`src/rtl/tdm_frame_mixer_pkg.sv`:
```
// Shared types and helpers for the TDM frame mixer: normalisation modes,
// sync FSM states and the reciprocal constant used by averaging.
package tdm_frame_mixer_pkg;

  typedef enum logic [1:0] {
    NORM_SHIFT = 2'd0,
    NORM_AVG   = 2'd1,
    NORM_SAT   = 2'd2,
    NORM_ZERO  = 2'd3
  } norm_mode_e;

  typedef enum logic {
    HUNT = 1'b0,
    LOCK = 1'b1
  } sync_state_e;

  // round(2^frac_w / cnt); only ever evaluated for cnt >= 1
  function automatic int unsigned recip_round(input int unsigned cnt, input int unsigned frac_w);
    return ((32'd1 << frac_w) + (cnt / 32'd2)) / cnt;
  endfunction

endpackage

```
`src/rtl/tdm_recip_rom.sv`:
```
// Active-voice count to fixed-point reciprocal lookup; zero for an empty frame.
module tdm_recip_rom
  import tdm_frame_mixer_pkg::*;
#(
  parameter int unsigned NUM_VOICES = 4,
  parameter int unsigned VOICE_BITS = 2,
  parameter int unsigned RECIP_W    = 16
) (
  input  logic [VOICE_BITS:0] cnt,
  output logic [RECIP_W:0]    recip_c
);

  always_comb begin
    recip_c = '0;
    for (int unsigned i = 1; i <= NUM_VOICES; i++) begin
      if (cnt == (VOICE_BITS + 1)'(i)) recip_c = (RECIP_W + 1)'(recip_round(i, RECIP_W));
    end
  end

endmodule

```
`src/rtl/tdm_frame_mixer.sv`:
```
// End-of-pipeline TDM voice mixer: slot-order sync, per-frame accumulation and a
// two-stage normalise/saturate output with a one-cycle valid strobe.
module tdm_frame_mixer
  import tdm_frame_mixer_pkg::*;
#(
  parameter int unsigned D_W        = 16,
  parameter int unsigned NUM_VOICES = 4,
  parameter int unsigned VOICE_BITS = 2,
  parameter int unsigned RECIP_W    = 16
) (
  input  logic                        sys_clk,
  input  logic                        sys_rst_n,
  input  logic                        tdm_valid,
  input  logic [VOICE_BITS-1:0]       tdm_chan_num,
  input  logic                        tdm_chan_en,
  input  logic signed [D_W-1:0]       tdm_data_in,
  input  logic [1:0]                  norm_mode,
  output logic signed [D_W-1:0]       mix_out,
  output logic                        mix_valid,
  output logic [VOICE_BITS:0]         active_count,
  output logic                        frame_err
);

  localparam int unsigned ACC_W  = D_W + VOICE_BITS;
  localparam int unsigned CNT_W  = VOICE_BITS + 1;
  localparam int unsigned PROD_W = ACC_W + RECIP_W + 2;
  localparam logic [VOICE_BITS-1:0] LAST_CH = VOICE_BITS'(NUM_VOICES - 1);
  localparam logic signed [PROD_W-1:0] ROUND_K = PROD_W'(1) << (RECIP_W - 1);
  localparam logic signed [PROD_W-1:0] SAT_MAX = {{(PROD_W-D_W+1){1'b0}}, {(D_W-1){1'b1}}};
  localparam logic signed [PROD_W-1:0] SAT_MIN = {{(PROD_W-D_W+1){1'b1}}, {(D_W-1){1'b0}}};

  sync_state_e               state, state_nxt;
  logic [VOICE_BITS-1:0]     expected;
  logic signed [ACC_W-1:0]   acc, contrib_c, sum_c;
  logic [CNT_W-1:0]          cnt, cnt_sum_c;
  logic                      in_order_c, is_first_c;
  logic                      take_c, load_c, done_c, err_c;

  logic                      fin_valid;
  logic signed [ACC_W-1:0]   fin_sum;
  logic [CNT_W-1:0]          fin_cnt;
  norm_mode_e                fin_mode;

  logic [RECIP_W:0]          recip_c;
  logic signed [PROD_W-1:0]  prod_c, avg_c;
  logic signed [D_W-1:0]     norm_c;

  function automatic logic signed [D_W-1:0] sat_d(input logic signed [PROD_W-1:0] v);
    if (v > SAT_MAX) return SAT_MAX[D_W-1:0];
    if (v < SAT_MIN) return SAT_MIN[D_W-1:0];
    return v[D_W-1:0];
  endfunction

  assign in_order_c = (tdm_chan_num == expected);
  assign is_first_c = (tdm_chan_num == '0);

  always_ff @(posedge sys_clk or negedge sys_rst_n) begin
    if (!sys_rst_n) state <= HUNT;
    else            state <= state_nxt;
  end

  // A chan-0 sample always (re)starts a frame; any other out-of-order slot drops sync
  always_comb begin
    state_nxt = state;
    case (state)
      HUNT: if (tdm_valid && is_first_c) state_nxt = LOCK;
      LOCK: if (tdm_valid && !in_order_c && !is_first_c) state_nxt = HUNT;
    endcase
  end

  always_comb begin
    take_c = 1'b0;
    err_c  = 1'b0;
    load_c = 1'b0;
    done_c = 1'b0;
    case (state)
      HUNT: take_c = tdm_valid && is_first_c;
      LOCK: begin
        take_c = tdm_valid && (in_order_c || is_first_c);
        err_c  = tdm_valid && !in_order_c;
      end
    endcase
    load_c = take_c && is_first_c;
    done_c = take_c && (tdm_chan_num == LAST_CH);
  end

  always_comb begin
    contrib_c = tdm_chan_en ? ACC_W'(tdm_data_in) : '0;
    sum_c     = load_c ? contrib_c : acc + contrib_c;
    cnt_sum_c = (load_c ? '0 : cnt) + CNT_W'(tdm_chan_en);
  end

  always_ff @(posedge sys_clk or negedge sys_rst_n) begin
    if (!sys_rst_n) begin
      acc      <= '0;
      cnt      <= '0;
      expected <= '0;
    end else if (take_c) begin
      acc      <= sum_c;
      cnt      <= cnt_sum_c;
      expected <= (tdm_chan_num == LAST_CH) ? '0 : tdm_chan_num + VOICE_BITS'(1);
    end
  end

  // Completed frame handed to the normalise stage together with its mode
  always_ff @(posedge sys_clk or negedge sys_rst_n) begin
    if (!sys_rst_n) begin
      fin_valid <= 1'b0;
      fin_sum   <= '0;
      fin_cnt   <= '0;
      fin_mode  <= NORM_SHIFT;
      frame_err <= 1'b0;
    end else begin
      fin_valid <= done_c;
      frame_err <= err_c;
      if (done_c) begin
        fin_sum  <= sum_c;
        fin_cnt  <= cnt_sum_c;
        fin_mode <= norm_mode_e'(norm_mode);
      end
    end
  end

  tdm_recip_rom #(
    .NUM_VOICES (NUM_VOICES),
    .VOICE_BITS (VOICE_BITS),
    .RECIP_W    (RECIP_W)
  ) u_recip_rom (
    .cnt     (fin_cnt),
    .recip_c (recip_c)
  );

  always_comb begin
    prod_c = PROD_W'(fin_sum) * $signed(PROD_W'(recip_c));
    avg_c  = (prod_c + ROUND_K) >>> RECIP_W;
    norm_c = '0;
    case (fin_mode)
      NORM_SHIFT: norm_c = D_W'(fin_sum >>> VOICE_BITS);
      NORM_AVG:   if (fin_cnt != '0) norm_c = sat_d(avg_c);
      NORM_SAT:   norm_c = sat_d(PROD_W'(fin_sum));
      default:    norm_c = '0;
    endcase
  end

  always_ff @(posedge sys_clk or negedge sys_rst_n) begin
    if (!sys_rst_n) begin
      mix_out      <= '0;
      mix_valid    <= 1'b0;
      active_count <= '0;
    end else begin
      mix_valid <= fin_valid;
      if (fin_valid) begin
        mix_out      <= norm_c;
        active_count <= fin_cnt;
      end
    end
  end

endmodule
```
`config.mk`:
```
export PLATFORM = sky130hd
export DESIGN_NAME = tdm_frame_mixer
export DESIGN_NICKNAME = d
export VERILOG_FILES = /design/src/rtl/tdm_frame_mixer_pkg.sv /design/src/rtl/tdm_recip_rom.sv /design/src/rtl/tdm_frame_mixer.sv
export SDC_FILE = /design/constraint.sdc
export NUM_CORES = 1
export LEC_CHECK = 0
export ABC_AREA = 1
export CORE_ASPECT_RATIO = 1.5
export CORE_MARGIN = 2
export CORE_UTILIZATION = 55
export CTS_BUF_LIST = sky130_fd_sc_hd__clkbuf_8
export CTS_CLUSTER_SIZE = 25
export DETAILED_ROUTE_END_ITERATION = 10
export PLACE_DENSITY = 0.73
export SYNTH_ARGS = -nofsm -noshare
export SYNTH_HDL_FRONTEND = slang
export SYNTH_SLANG_ARGS = --single-unit
```
`constraint.sdc`:
```
create_clock -name sys_clk -period 8.85 [get_ports sys_clk]
set_input_delay 1.3275 -clock sys_clk [delete_from_list [all_inputs] [get_ports sys_clk]]
set_output_delay 1.3275 -clock sys_clk [all_outputs]
set_load 0.005 [all_outputs]
```
==> impl_metrics.toml, run 1 <==
[run_status]
outcome = "finished clean"

[sta]
crit_path_setup_slack_layout_ns = 1.74
number_of_hold_slack_violations_in_the_final_timing_report = 0
timing_worst_slew_pin_value_ns = 1.24
fin_hold_ws_ns = 0.479
finalMaxSlewViolations = 0
final.period_utilization_pct = 80.4
final.setup.tns_ns = 0
layout_min_cycle_time_ns = 7.11
fin_skew_ns = 0.00853
fmaxAchievable_ghz = 0.141
rsz0062_at_grt = "no"
relSlewSlack_pct = 17.1
timing.final.setup_violations = 0

[route]
routed_wirelength_um = 28900
post-route-drc-count = 0
detailroute.wirelength.met2_um = 15700
avgViaCountPerCell = 5.19
drt_pre_antenna_iters = 5
highest_metal_layer_with_signal_wires = "met4"
drtAntennaViolNets = 0
wl_met1_um = 11100
met3RoutedLength_um = 801
initialDrtViolationCount = 377
routedWlPerCell_um = 15.6
route.vias.total = 9621

[run]
cap_viol_max_count = 0

[critical_path]
critical_path.startpoint = "fin_cnt[0]"
critPathRequiredTime_ns = 9.12
critPathMaxFanout = 19
r2r_path_start = "fin_cnt[0]"
r2r-end = "mix_out[0]"
critPathCaptureType = "flop"
critical-path-max-stage-delay_ns = 0.56
r2r_cells = 29
path_common_cell = "sky130_fd_sc_hd__nand2_1"
worst_setup_path_start_kind = "flop"
worst-setup-path-type = "flop to flop"
worst_setup_path_endpoint = "mix_out[0]"
rrSetupSlack_ns = 1.74
crit_path_top_delay_cell = "sky130_fd_sc_hd__fa_1"
cp_data_arrival_time_ns = 7.39

[global_routing]
grt_max_degree = 70
grt_usage_pct = 26.0
grt_overflow = 0
initial_antenna_violation_count = 0
grt_pass1_wl_um = 48400
grt_pass1_vias = 10300

[cts]
insertion_delay_ns = 0.34
tritoncts = "done"
cts_hold_buf = 0
ctsRootBufferMaster = "sky130_fd_sc_hd__clkbuf_8"
cts_inserted_buffers = 9
post_cts.repair.setup_buffers = 0
ctsLongestPathBuffers = 2
clock_tree.htree_level_count = 3
post_cts.resized_instances = 0
numClockSinks = 69
worst_setup_hold_path_clk_slew_ns = 0.07

[power]
peakVddDrop_uv = 191
power.density_cell_area_nw_per_um2 = 309
total_leakage_power_nw = 7.05

[place]
io_buffer_count = 44
placedInstanceArea_um2 = 12800
place_worst_setup_slack_ns = 1.81
dp_hpwl_um = 25200
gp_congestion = 0.934

[final_layout]
post-route-cell-area_um2 = 13000
layout-area-overhead-vs-synth_pct = 7.25
n_antenna_cell = 0
layout-drive-gt1-share_pct = 3.66
layout.nets = 1944

[floorplanning]
die_height_um = 186
top_level_ports = 45
die_area_um2 = 23200
start_util_pct = 55.9
floorplan.rows = 66
die-width_um = 125
core-area_um2 = 21600

[synth]
synth-seq-area-share_pct = 14.3
synth-edff-count = 0
post_synth_inst_count = 1545
synthesis.area_per_instance_um2 = 7.83
syn-num-nets = 1911
dominantRegCellSynth = "sky130_fd_sc_hd__dfrtp_1"
synth-seq-cells = 69
ys_types = 47
async_flop_share_pct = 100
syn-cell-area_um2 = 12100
ys.warnings.count = 0

[hold_path]
min_path_type = "flop to flop"
hold_start = "cnt[2]"
-- registers in the layout (all words and copies together) (netlist names) --
| name | count |
|---|---|
| fin_valid | 1 |
| fin_mode | 2 |
| acc | 18 |
| state | 1 |
| mix_valid | 1 |
| cnt | 3 |
| active_count | 3 |
| mix_out | 16 |
| fin_sum | 18 |
| expected | 2 |
| fin_cnt | 3 |
| frame_err | 1 |
-- cells in the mapped netlist (all sizes together), types with 2 or more instances --
library cell,number,area share [%]
a21o,3,0.19
xor2,22,1.6
o21bai,4,0.34
nor3b,2,0.12
a31oi,4,0.21
nand3b,2,0.16
nor3,7,0.29
a21boi,3,0.19
nand4,3,0.21
ha,191,20
clkbuf,21,0.65
dfrtp,69,14
a21oi,88,3.6
xnor2,16,1.2
nand3,23,1.1
fa,151,25
nor4,3,0.21
inv,373,12
buf,7,0.52
o21ai,75,3.1
o21a,4,0.25
nand2,344,11
nor2,122,3.9
o31ai,3,0.19
-- kinds of logic after synthesis --
kind of cell	share of synthesized area, %
adders and majority gates	44.7
buffers and inverters	12.8
AOI/OAI and AO/OA	8.32
DFF	14.3
xor gates and xnor gates	2.75
and+or+nand+nor	17.1
-- cells in the final DEF (no fill, tap or decap), drive strengths merged, types with 2 or more instances in the layout --
cell	count
o31ai	3
nand2	344
ha	191
o21bai	4
clkinv	3
o21a	4
xor2	22
fa	151
nand3b	2
a31oi	4
nand4	3
inv	375
xnor2	16
nor4	3
nor3	7
clkdlybuf4s50	43
a21boi	3
o21ai	75
nand3	23
nor3b	2
a21oi	88
a21o	3
clkbuf	10
dfrtp	69
buf	7
nor2	122
-- where the power goes --
part | internal, W | switching (W)
registers | 0.000451 | 0.000102
clock network | 0.000135 | 0.000121
logic | 0.00117 | 0.00202
-- worst min-delay path by stage --
| stage | endpoint | slack, ns | cells past startpoint |
|---|---|---|---|
| floorplan | mix_valid | 0.35 | 0 |
| finish | cnt[2] | 0.48 | 2 |
| global placement | cnt[2] | 0.45 | 2 |
| detailed placement | cnt[2] | 0.46 | 2 |
| CTS | cnt[2] | 0.48 | 2 |
| global route | acc[8] | 0.52 | 2 |
-- critical path: cells and delay by family, from the launching register on --
kind,cells,cell delay [ns]
DFF,1,0.48
and+or+nand+nor,18,2.68
adders and majority gates,7,3.35
buffers and inverters,4,0.51
-- routing by layer --
layer | vias up | GRT usage, %
li1 | 4773 | -
met1 | 4577 | 28.1
met4 | 0 | 11.7
met3 | 82 | 1.93
met2 | 189 | 51.3
met5 | - | 0
-- metrics by stage --
step	power [W]	utilization, %	instances
2_1_floorplan	0.00299	-	1545
3_3_place_gp	0.00371	59.1	1839
3_5_place_dp	0.00377	59.1	1839
4_1_cts	0.00404	60.0	1855
5_1_grt	0.00453	60.0	1855
6_report	0.00401	60.0	1855
-- cell type report --
cell class                 instances  area, µm²
clock buffer                      10        138
timing repair buffer              50        480
clock inverter                     6       55.1
sequential                        69       1730
tap                              272        340
inverter                         374       1400
multi-input combinational       1074       8830
fill                            2014       8660
No activity file was read; power rests on OpenSTA's default activity.
==> inputs of run 2 (changes only) <==
==> constraint.sdc (replaced) <==
create_clock -name sys_clk -period 7.07 [get_ports sys_clk]
set_input_delay 1.0605 -clock sys_clk [delete_from_list [all_inputs] [get_ports sys_clk]]
set_output_delay 1.0605 -clock sys_clk [all_outputs]
set_load 0.005 [all_outputs]
==> run 2 against run 1 <==
Sequential power is 26% higher. Clock power is 70% higher. Core utilization is 1.1 points higher. First-iteration DRC count is 0.80% lower. Sequential share of layout area is 0.24 points lower. Critical endpoint is now mix_out[12]. Highest routed layer unchanged.
==> impl_metrics.toml, run 2 (synthesis results as in run 1) <==
[run_status]
outcome = "finished clean"

[global_routing]
grt_max_degree = 70
grt_pass1_wl_um = 47500
initial_antenna_violation_count = 0
grt_overflow = 0
grt_pass1_vias = 10200
grt_usage_pct = 25.5

[cts]
clock_tree.htree_level_count = 3
ctsLongestPathBuffers = 2
worst_setup_hold_path_clk_slew_ns = 0.08
cts_inserted_buffers = 9
insertion_delay_ns = 0.35
numClockSinks = 69
ctsRootBufferMaster = "sky130_fd_sc_hd__clkbuf_8"
tritoncts = "done"

[critical_path]
critPathRequiredTime_ns = 7.35
path_common_cell = "sky130_fd_sc_hd__nand2_1"
worst_setup_path_start_kind = "flop"
crit_path_top_delay_cell = "sky130_fd_sc_hd__fa_1"
critPathCaptureType = "flop"
critical_path.startpoint = "fin_cnt[0]"
r2r_cells = 31
cp_data_arrival_time_ns = 6.83
rrSetupSlack_ns = 0.52
r2r-end = "mix_out[12]"
worst_setup_path_endpoint = "mix_out[12]"
worst-setup-path-type = "flop to flop"
critPathMaxFanout = 16
critical-path-max-stage-delay_ns = 0.56
r2r_path_start = "fin_cnt[0]"

[hold_path]
min_path_type = "flop to flop"
worst_hold_path_depth = 2

[route]
avgViaCountPerCell = 5.18
route.vias.total = 9700
initialDrtViolationCount = 374
routed_wirelength_um = 28700
routedWlPerCell_um = 15.3
drt_pre_antenna_iters = 5
post-route-drc-count = 0
drtAntennaViolNets = 0

[place]
gp_congestion = 0.978
place_worst_setup_slack_ns = 0.266
dp.cells = 1855
io_buffer_count = 44
dp_hpwl_um = 24900

[sta]
finalMaxSlewViolations = 0
relSlewSlack_pct = 24.2
timing_worst_slew_pin_value_ns = 1.14
final.period_utilization_pct = 92.7
crit_path_setup_slack_layout_ns = 0.516
fmaxAchievable_ghz = 0.153
layout_min_cycle_time_ns = 6.55
timing.final.setup_violations = 0
fin_skew_ns = 0.0134
number_of_hold_slack_violations_in_the_final_timing_report = 0

[floorplanning]
die_area_um2 = 23200
floorplan.rows = 66
die-width_um = 125
die_height_um = 186
start_util_pct = 55.9
core-area_um2 = 21600
top_level_ports = 45

[final_layout]
layout_top_registers = "acc: 18 flops, fin_sum: 18 flops, mix_out: 16 flops"
layout.nets = 1963
final_cell_mix = "367 x sky130_fd_sc_hd__inv_1, 325 x sky130_fd_sc_hd__nand2_1, 191 x sky130_fd_sc_hd__ha_1, 151 x sky130_fd_sc_hd__fa_1, 117 x sky130_fd_sc_hd__nor2_1"
layout.cells.most_common = "sky130_fd_sc_hd__inv_1"
layoutNonFillerInstCount = 1874
layout-drive-gt1-share_pct = 5.06
layout-area-overhead-vs-synth_pct = 9.19
n_antenna_cell = 0

[power]
total_leakage_power_nw = 7.18
power.density_cell_area_nw_per_um2 = 397
peakVddDrop_uv = 231

[run]
cap_viol_max_count = 0
==> run 2: per-layer routing <==
| metal | global-route usage, % | routed length, µm | up-vias |
|---|---|---|---|
| li1 | - | - | 4796 |
| met1 | 27.3 | 10900 | 4653 |
| met2 | 50.8 | 16000 | 186 |
| met3 | 1.87 | 696 | 65 |
| met4 | 11.0 | 1100 | 0 |
| met5 | 0 | 0 | - |
==> run 2: what timing repair did <==
item	4_1_cts	5_1_grt
setup buffers	0	2
hold buffers	0	0
endpoints found under the hold margin	0	0
gates resized for setup	0	4
endpoints found under the setup margin	0	15
==> run 2: where the power goes <==
part / switching (W) / internal, W
logic: 0.00257 / 0.00154
clock network: 0.000163 / 0.000272
registers: 0.000131 / 0.000564
==> run 2: metrics by stage <==
stage | hold WS, ns | setup TNS, ns | util (%) | power (W) | instance area [µm²]
after floorplan | 0.349 | 0 | - | 0.00375 | 12100
after global placement | 0.460 | 0 | 59.6 | 0.00465 | 12900
after detailed placement | 0.464 | 0 | 59.6 | 0.00473 | 12900
after CTS | 0.488 | 0 | 60.9 | 0.00519 | 13200
after global routing | 0.505 | -0.00965 | 61.1 | 0.00590 | 13200
final | 0.486 | 0 | 61.1 | 0.00524 | 13200
==> run 2: worst max-delay path: cells and delay by family, from the launching register on <==
kind            cells  cell delay, ns
compound gates      1            0.09
buf+inv             5            0.42
fa+ha+maj           7            3.38
simple gates       18            2.12
flops               1            0.46
==> run 2: worst min-delay path by stage <==
stage               from   endpoint
5_1_grt           cnt[2]     cnt[2]
4_1_cts           cnt[2]     cnt[2]
3_5_place_dp      cnt[2]     cnt[2]
3_3_place_gp      cnt[2]     cnt[2]
6_report          cnt[2]     cnt[2]
2_1_floorplan  fin_valid  mix_valid
==> run 2: layout make-up <==
cell class,count,area (µm²)
fill,1970,8430
multi-input combinational,1075,8850
clock inverter,7,146
timing repair buffer,68,616
inverter,374,1400
tap,272,340
clock buffer,9,124
sequential,69,1730
==> inputs of run 3 (changes only) <==
--- a/config.mk
+++ b/config.mk
@@ -6,13 +6,14 @@
 export NUM_CORES = 1
 export LEC_CHECK = 0
 export ABC_AREA = 1
+export ABC_CLOCK_PERIOD_IN_PS = 7070
 export CORE_ASPECT_RATIO = 1.5
-export CORE_MARGIN = 2
 export CORE_UTILIZATION = 55
 export CTS_BUF_LIST = sky130_fd_sc_hd__clkbuf_8
 export CTS_CLUSTER_SIZE = 25
 export DETAILED_ROUTE_END_ITERATION = 10
-export PLACE_DENSITY = 0.73
+export PLACE_DENSITY = 0.72
 export SYNTH_ARGS = -nofsm -noshare
 export SYNTH_HDL_FRONTEND = slang
+export SYNTH_HIERARCHICAL = 1
 export SYNTH_SLANG_ARGS = --single-unit
==> run 3 against run 2 <==
Final area grew 37%. Synthesized cell count grew 49%. Worst hold slack lost 0.0094 ns. Critical path depth shrank 1. Register-to-register slack lost 0.15 ns. Routed wire length grew 54%. Cell count grew 45%. Non-clock buffer count grew 27. Worst setup slack lost 0.15 ns. First-iteration DRC count grew 94%. Clock-buffer cell count grew 2. Fmax shrank 2.2%. Critical path type unchanged. Highest routed layer unchanged.
==> impl_metrics.toml, run 3 <==
[run_status]
outcome = "finished clean"

[synth]
synth-edff-count = 0
post_synth_inst_count = 2298
synthesis.area_per_instance_um2 = 7.37
ys_types = 41
largest_cells_by_area_after_synthesis = "sky130_fd_sc_hd__fa_1 37%, sky130_fd_sc_hd__nand2_1 16%, sky130_fd_sc_hd__inv_1 15%"
synth-seq-area-share_pct = 10.2
yosys.cell_count.top_type = "sky130_fd_sc_hd__nand2_1"
synth_commonest_cells = "700 x sky130_fd_sc_hd__nand2_1, 655 x sky130_fd_sc_hd__inv_1, 311 x sky130_fd_sc_hd__fa_1, 126 x sky130_fd_sc_hd__ha_1, 83 x sky130_fd_sc_hd__a21oi_1"
synth-seq-cells = 69
dominantRegCellSynth = "sky130_fd_sc_hd__dfrtp_1"
ys.warnings.count = 6
async_flop_share_pct = 100
synth_top_area_share_pct = 36.8
syn-cell-area_um2 = 16900
yosys.area.top_type = "sky130_fd_sc_hd__fa_1"

[global_routing]
grt_overflow = 0
grt_usage_pct = 30.2
grt_pass1_vias = 14700
grt_pass1_wl_um = 74100
initial_antenna_violation_count = 0
grt_max_degree = 70

[critical_path]
critPathCaptureType = "flop"
critical-path-max-stage-delay_ns = 0.67
worst-setup-path-type = "flop to flop"
cp_data_arrival_time_ns = 6.95
worst_setup_path_start_kind = "flop"
crit_path_top_delay_cell = "sky130_fd_sc_hd__fa_1"
critPathRequiredTime_ns = 7.32
critPathMaxFanout = 15
path_common_cell = "sky130_fd_sc_hd__nand2_1"

[floorplanning]
start_util_pct = 56.0
die_area_um2 = 31500
floorplan.rows = 78
die-width_um = 145
die_height_um = 217
top_level_ports = 45
core-area_um2 = 30300

[hold_path]
min_path_type = "flop to flop"

[route]
drt_pre_antenna_iters = 7
avgViaCountPerCell = 5.05
route.vias.total = 13700
post-route-drc-count = 0
initialDrtViolationCount = 724
routed_wirelength_um = 44300
drtAntennaViolNets = 0
routedWlPerCell_um = 16.4

[cts]
cts_hold_buf = 0
worst_setup_hold_path_clk_slew_ns = 0.08
ctsLongestPathBuffers = 2
insertion_delay_ns = 0.37
ctsRootBufferMaster = "sky130_fd_sc_hd__clkbuf_8"
tritoncts = "done"
cts_inserted_buffers = 9
clock_tree.htree_level_count = 3
numClockSinks = 69

[sta]
timing_worst_slew_pin_value_ns = 1.13
number_of_hold_slack_violations_in_the_final_timing_report = 0
final.period_utilization_pct = 94.8
relSlewSlack_pct = 24.2
fin_skew_ns = 0.0147
final.setup.tns_ns = 0
crit_path_setup_slack_layout_ns = 0.367
fmaxAchievable_ghz = 0.149
layout_min_cycle_time_ns = 6.70
timing.final.setup_violations = 0
finalMaxSlewViolations = 0

[place]
place_worst_setup_slack_ns = 0.107
io_buffer_count = 44
dp_hpwl_um = 36900
gp_congestion = 0.938

[final_layout]
layout.nets = 2765
layout-drive-gt1-share_pct = 4.55
layout-area-overhead-vs-synth_pct = 6.70
layout.cells.most_common = "sky130_fd_sc_hd__nand2_1"
n_antenna_cell = 0
final_cell_mix = "700 x sky130_fd_sc_hd__nand2_1, 653 x sky130_fd_sc_hd__inv_1, 311 x sky130_fd_sc_hd__fa_1, 126 x sky130_fd_sc_hd__ha_1, 80 x sky130_fd_sc_hd__a21oi_1"
layout_top_registers = "acc: 18 flops, fin_sum: 18 flops, mix_out: 16 flops"
utilization_pct = 59.7

[run]
cap_viol_max_count = 0
## run 3: final timing paths
check	from	end	slack (ns)	depth (start not counted)
setup / recovery	fin_cnt[2]	mix_out[12]	0.37	30
hold / removal	active_count[2]	active_count[2]	0.48	2
setup reg to reg	fin_cnt[2]	mix_out[12]	0.37	30
hold reg to reg	active_count[2]	active_count[2]	0.48	2
max in group asynchronous	sys_rst_n	fin_cnt[2]	5.52	2
min in group asynchronous	sys_rst_n	mix_out[11]	0.90	2
## run 3: cells by family after synthesis
| kind of cell | after synthesis | synth area share [%] |
|---|---|---|
| AOI/OAI and AO/OA | 167 | 5.27 |
| xor gates and xnor gates | 31 | 1.60 |
| adders and majority gates | 437 | 46.1 |
| buffers and inverters | 766 | 17.5 |
| DFF | 69 | 10.2 |
| other | 1 | 0.0221 |
| and+or+nand+nor | 827 | 19.4 |
## run 3: critical path: cells and delay by family (launching register included)
family / cells / cell delay, ns
AOI/OAI and AO/OA: 1 / 0.35
adders and majority gates: 7 / 3.55
buffers and inverters: 7 / 0.82
DFF: 1 / 0.45
and+or+nand+nor: 15 / 1.42
## run 3: layout make-up
| type | instances | area [µm²] |
|---|---|---|
| Multi-Input combinational cell | 1469 | 12300 |
| Fill cell | 2782 | 12200 |
| Inverter | 660 | 2490 |
| Sequential cell | 69 | 1730 |
| Timing Repair Buffer | 95 | 855 |
| Tap cell | 400 | 500 |
| Clock buffer | 11 | 151 |
| Clock inverter | 5 | 57.6 |
## run 3: timing repair
action                                  in CTS  in global routing
endpoints found under the hold margin        0                  0
resized for setup                            0                 10
buffers inserted                             0                  0
endpoints found under the setup margin       0                 16
## run 3: metrics by stage
stage | hold WS [ns] | cell area [µm²] | instances
after floorplan | 0.379 | 17000 | 2304
after global placement | 0.457 | 17800 | 2693
after detailed placement | 0.466 | 17800 | 2693
after CTS | 0.485 | 18000 | 2709
after global routing | 0.502 | 18100 | 2709
final | 0.477 | 18100 | 2709
## run 3: routing by layer
layer	GRT usage [%]	wire (µm)	vias to the layer above
met3	2.75	1620	124
met1	33.0	16100	6695
met4	15.1	2570	0
met2	58.0	24000	345
li1	-	-	6528
met5	0	0	-
Power of run 3 is not shown: default switching activity piles up to over one toggle a cycle in this logic, so the estimate is an artifact.
